### config.mk
export PLATFORM = sky130hd
export DESIGN_NAME = dm_resp
export DESIGN_NICKNAME = d
export VERILOG_FILES = /design/src/rtl/dm_resp.sv
export SDC_FILE = /design/constraint.sdc
export NUM_CORES = 2
export LEC_CHECK = 0
export CORE_MARGIN = 10
export CORE_UTILIZATION = 30
export DETAILED_ROUTE_END_ITERATION = 10
export GPL_TIMING_DRIVEN = 0
export PLACE_DENSITY = 0.54
export SYNTH_ARGS = -nofsm -noshare
export SYNTH_HDL_FRONTEND = slang
export SYNTH_SLANG_ARGS = --single-unit
### constraint.sdc
create_clock -name clk -period 4.53 [get_ports clk]
set_input_delay 1.359 -clock clk [delete_from_list [all_inputs] [get_ports clk]]
set_output_delay 1.359 -clock clk [all_outputs]
set_load 0.005 [all_outputs]
### src/rtl/dm_resp.sv
`default_nettype none
// ============================================================================
// Module   : dm_resp
// Brief    : Word-addressed data memory with a one-outstanding request /
//            response handshake, fixed read latency and byte-enabled writes.
// Revision : 1.0 - initial release
// ============================================================================
module dm_resp #(
    parameter int NWORDS = 128,
    parameter int RD_LAT = 2
) (
    input  logic        clk,
    input  logic        rst,
    input  logic        req_valid,
    output logic        req_ready,
    input  logic        req_wr,
    input  logic [6:0]  req_addr,
    input  logic [31:0] req_wdata,
    input  logic [3:0]  req_be,
    output logic        rsp_valid,
    input  logic        rsp_ready,
    output logic [31:0] rsp_rdata,
    output logic        rsp_err,
    output logic        busy
);

    localparam int         AW        = (NWORDS > 1) ? $clog2(NWORDS) : 1;
    localparam logic [2:0] LAT_M1    = 3'(RD_LAT - 1);
    localparam logic [7:0] NWORDS_W  = 8'(NWORDS);

    typedef enum logic [1:0] {
        IDLE    = 2'd0,
        RD_WAIT = 2'd1,
        RESP    = 2'd2
    } state_t;

    state_t        state_q, state_d;
    logic [2:0]    cnt_q, cnt_d;
    logic [31:0]   rdata_q, rdata_d;
    logic          err_q, err_d;

    logic [31:0]   mem [NWORDS];

    logic          accept;
    logic          in_range;
    logic [AW-1:0] idx;

    // Full 7-bit compare so upper address bits never alias into the array.
    assign in_range  = ({1'b0, req_addr} < NWORDS_W);
    assign idx       = req_addr[AW-1:0];
    assign req_ready = (state_q == IDLE) && !rst;
    assign accept    = req_valid && req_ready;

    always_comb begin
        state_d = state_q;
        cnt_d   = cnt_q;
        rdata_d = rdata_q;
        err_d   = err_q;
        case (state_q)
            IDLE: begin
                if (accept) begin
                    rdata_d = (!req_wr && in_range) ? mem[idx] : 32'h0;
                    err_d   = !in_range;
                    if (req_wr || (RD_LAT == 1)) begin
                        state_d = RESP;
                        cnt_d   = 3'd0;
                    end else begin
                        state_d = RD_WAIT;
                        cnt_d   = LAT_M1;
                    end
                end
            end
            RD_WAIT: begin
                cnt_d = cnt_q - 3'd1;
                if (cnt_q == 3'd1) begin
                    state_d = RESP;
                end
            end
            RESP: begin
                if (rsp_ready) begin
                    state_d = IDLE;
                    rdata_d = 32'h0;
                    err_d   = 1'b0;
                end
            end
            default: begin
                state_d = IDLE;
                cnt_d   = 3'd0;
            end
        endcase
    end

    always_ff @(posedge clk) begin
        if (rst) begin
            state_q <= IDLE;
            cnt_q   <= 3'd0;
            rdata_q <= 32'h0;
            err_q   <= 1'b0;
        end else begin
            state_q <= state_d;
            cnt_q   <= cnt_d;
            rdata_q <= rdata_d;
            err_q   <= err_d;
        end
    end

    // Array is not reset; acceptance already excludes reset cycles.
    always_ff @(posedge clk) begin
        if (accept && req_wr && in_range) begin
            for (int b = 0; b < 4; b++) begin
                if (req_be[b]) begin
                    mem[idx][8*b +: 8] <= req_wdata[8*b +: 8];
                end
            end
        end
    end

    assign rsp_valid = (state_q == RESP);
    assign rsp_rdata = rsp_valid ? rdata_q : 32'h0;
    assign rsp_err   = rsp_valid ? err_q : 1'b0;
    assign busy      = (state_q != IDLE);

endmodule
`default_nettype wire

# After elaboration in Yosys (flattened, before gate mapping)
# Memories as Yosys holds them, arrays and structs flattened.
# Index checks and enable logic that the tools add are counted.
# totals
mem_bits_ro	0
ff_bits	38
latch_bits	0
ram_bits	4096
word_cells	52
inputBits	48
output_inout_bits	36
n_memories	1
# memory_table
memory	depth	word_bits	read_ports	rd_clocked_by_memory_dff	wr	line_no	text
mem	128	32	1	0	1	42	logic [31:0] mem [NWORDS];
# classes
mux	29
magnitude_cmp	0
reduce_logical	10
bitwise_logic	1
n_div	0
shifts	0
n_eq_ne	6
n_addsub	1
multipliers	0
# ops
cell	n
32-bit two-way mux	4
32-bit one-hot mux with 2 select lines	1
1-bit two-way mux	16
3-bit one-hot mux with 3 select lines	1
2-bit two-way mux	4
2-bit one-hot mux with 3 select lines	1
3-bit AND reduction	2
2-bit != test, second input constant	2
2-bit nonzero test	2
3-bit by 1-bit equality test with 1-bit output, second input constant	1
1-bit logical AND	3
3-bit two-way mux	1
3-bit by 1-bit subtractor with 3-bit output, second input constant	1
2-bit by 1-bit equality test with 1-bit output, second input constant	1
2-bit equality test, second input constant	1
2-bit zero test	1
2-bit by 1-bit != test with 1-bit output, second input constant	1
1-bit one-hot mux with 2 select lines	1
2-bit AND reduction	1
1-bit zero test	1
1-bit inverter	1

# Longest topological paths before layout
# depth
depth_word	6
mapped_depth	11
ltp_nobuf	6

# Worst setup path after synthesis
# Ideal clock, no wire load.
# synth_path
path_kind	input to register
startpoint	input req_addr[2]
endpoint	memory mem[64][0] (enable)
path_stages	9
arrival_time_ns	3.303
setup_time_ns	0.370
path_buffers	6
path_slack_ns	0.857
path_cell_list	buf_2 > buf_4 > buf_6 > buf_4 > buf_2 > nor3_1 > buf_2 > nand2_1 > nor2_1
# synth_rtl
element	line_no	text
start, declared	17	input logic [6:0] req_addr,
end, declared	42	
# No word-level cell before the write port.

# Final worst setup path
# layout_path
startpoint	input req_valid
endpoint	memory mem[15][20] (enable)
# layout_via
elab_chain_cells	4
# layout_rtl
element	line_no	text
start, declared	14	input logic req_valid,
1-bit logical AND	52	assign accept = req_valid && req_ready;
1-bit logical AND	109	if (accept && req_wr && in_range) begin
1-bit two-way mux	109	
1-bit two-way mux (implied by the code)	112	mem[idx][8*b +: 8] <= req_wdata[8*b +: 8];
# Every way passes these cells.

==> results.cfg <==
[outcome]
status = finished, violations left
violations = max-capacitance violations, max-slew violations, negative setup slack

[global_routing]
grt_overflow_total = 0
grt_pass1_wl_mm = 691.8
grtUsageMet3 = 0.05197
grt_use_met2 = 0.2676
grt_use_met1 = 0.2333
gr-max-usage-layer = met2
antenna_found_initial = 88
grt_pass1_vias = 86470
track_usage = 0.1744
grt_max_degree = 89

[sta]
min_period_ns = 4.845
drv_slew = 23
worst_pin_slew_ns = 1.670
tns_ns = -145.78
rsz0062_at_grt = yes
setup_slack_ns = -0.3153
hold_violations = 0
finalCritPeriodShare = 1.070
worst_clock_skew_ns = 0.06310
fmax_mhz = 206.4
slew_headroom = -0.1135
setup_viol = 1578
holdWs_ns = 0.4763

[drt]
num_vias = 88350
drc_errors = 0
drt_iter0_drc = 11270
dr.pass1.iters = 8
ant_nets = 0
vias_per_cell = 5.211
totalWireLength_mm = 514.2
wire_per_inst_um = 30.32

[yosys]
synth-async-reset-ratio = 0
netlist.area_leader.share = 0.7704
syn_inst = 9035
ys_warn_count = 0
synth_edf_count = 4096
synth.area.top_cells = edfxtp_1 77%, mux2i_1 13%, o22ai_1 3.1%
synth_area_leader_cell = edfxtp_1
seq_area_frac_synth = 0.7750
syn_area_per_cell_um2 = 17.67
ys.flop_type = edfxtp_1
synth_fp_nets = 9085
synthDistinctLibCells = 35
synth_area_um2 = 159700
ys_ff_latch = 4133

[critical_path]
crit_start = req_valid
path_delay_family = buffers and inverters
cpPeakStageDelay_ns = 1.24
path_cells = clkdlybuf4s50_1 -> nand2_1 -> nor3_1 -> nand2_1 -> clkbuf_1 -> clkbuf_1 -> nor2_1
arrival_ns = 5.44
slowest_stage = clkbuf_1
cp.required_ns = 5.13
crit_type = in2reg
cp_max_fo = 10
reg2reg_from = state_q[0]
endpoint_kind = flip-flop
start_kind = input port
cp_num_buf_inv = 3

[floorplanning]
die_y_um = 749.5
start_util = 0.3015
core-area_um2 = 529500
die_w_um = 749.5
io_pins = 84
dieArea_um2 = 561800
num_rows = 267

[clocking]
cts.sinks = 4133
cts_buffers = 408
cts.clk_slew.worst_paths_ns = 0.06
ctsHtreeMaxLevel = 5
clk_path_buf_depth = 4
root_buffer = clkbuf_16
clkLatencyLatePin_ns = 1.02
cts_tree = yes

[run]
maxCapViolCount = 2

[hold_path]
hold_path.class = reg2reg
worstHoldStart = rdata_q[9]

[place]
place_ws_ns = -2.422
port_buffers = 80
place_congestion = 0.9548
post-dp-hpwl_mm = 380.0

[finish]
fill_cells = 49470
final_cell_mix = 4,096 x edfxtp_1, 2,050 x mux2i_1, 800 x o22ai_1
post_route_cells_drive_above_1_share = 0.1345
final_common_cell = edfxtp_1
syn2layout_area_growth_pct = 16.15
nets = 9621

[power_and_ir_drop]
p_leak_nw = 61.05
p_per_area_nw_per_um2 = 428.1
vdd_drop_max_v = 0.0003263
## synth_stat cells, types with 2 or more instances
master / count
buf_1: 33
clkbuf_1: 208
a32o_1: 32
and3_1: 34
ha_1: 2
buf_2: 290
or4b_1: 4
and3b_1: 2
a22oi_1: 2
a21oi_1: 4
o22a_1: 96
nand4bb_1: 6
nand2b_1: 5
o2111ai_1: 96
nor3_1: 7
nor4_1: 256
nor2b_1: 3
or2_2: 2
and2_1: 32
mux2i_1: 2050
buf_6: 7
dfxtp_1: 37
nor3b_2: 3
nand4b_1: 4
nand3_1: 32
inv_1: 4
nor2_1: 729
o22ai_1: 800
nand2_1: 136
edfxtp_1: 4096
buf_4: 19
## worst paths after layout
check             cells past startpoint     endpoint  slack, ns
setup reg to reg                      7  mem[15][20]      -0.12
hold / removal                        1   rdata_q[9]       0.48
setup / recovery                      7  mem[15][20]      -0.32
hold reg to reg                       1   rdata_q[9]       0.48
## routing by layer
metal / vias up / wire length (um)
met5: - / 541
met4: 38 / 21530
met3: 863 / 53750
met2: 4327 / 227500
met1: 45750 / 210900
li1: 37370 / -
## layout make-up
class	count	area, um^2	share of cell area
Antenna cell	56	140.1	0.0007557
Buffer	553	2676	0.01443
Clock buffer	523	10770	0.05807
Clock inverter	221	2112	0.01139
Inverter	4	15.01	0.00008097
Multi-Input combinational cell	4341	35320	0.1905
Sequential cell	4133	123700	0.6673
Tap cell	6994	8751	0.04719
Timing Repair Buffer	130	1921	0.01036
## registers in the layout, indices dropped and copies added (netlist names)
| register | count |
|---|---|
| rdata_q | 32 |
| state_q | 2 |
| cnt_q | 3 |
| mem | 4096 |
## cells by family (layout without fill, tap and decap cells)
group,Yosys count,count (layout),share of synthesized area
AO/OA/AOI/OAI,1030,1030,0.04410
XOR/XNOR,1,1,0.00005487
adder cells (fa/ha/maj),2,2,0.0001567
buffers and inverters,561,1431,0.01624
flip-flops,4133,4133,0.7750
multiplexers,2050,2050,0.1285
other,1,57,0.00002349
AND/OR/NAND/NOR,1257,1257,0.03589
## power by group
group / leakage [nW] / switching, mW / internal (mW)
clock network: 6.28 / 14.6 / 18.5
registers: 37.1 / 0.0384 / 42.0
logic: 17.7 / 3.08 / 1.11
total: 61.1 / 17.7 / 61.7
## per-stage QoR
| step | instance area, um^2 | util | total power, mW | cells |
|---|---|---|---|---|
| floorplan | 159700 | - | 44.52 | 9035 |
| global placement | 169200 | 0.3196 | 46.90 | 16110 |
| detailed placement | 170300 | 0.3216 | 46.81 | 16150 |
| CTS | 184500 | 0.3484 | 79.61 | 16900 |
| global route | 185300 | 0.3500 | 81.34 | 16920 |
| finish | 185400 | 0.3502 | 79.38 | 16960 |
## what timing repair did
item                                    in CTS  in global routing
setup buffers                                6                  3
hold buffers                                 0                  0
pin swaps                                    4                  4
resized for setup                          238                213
endpoints found under the setup margin    2711               2536
Power figures use the tool's default switching activity.
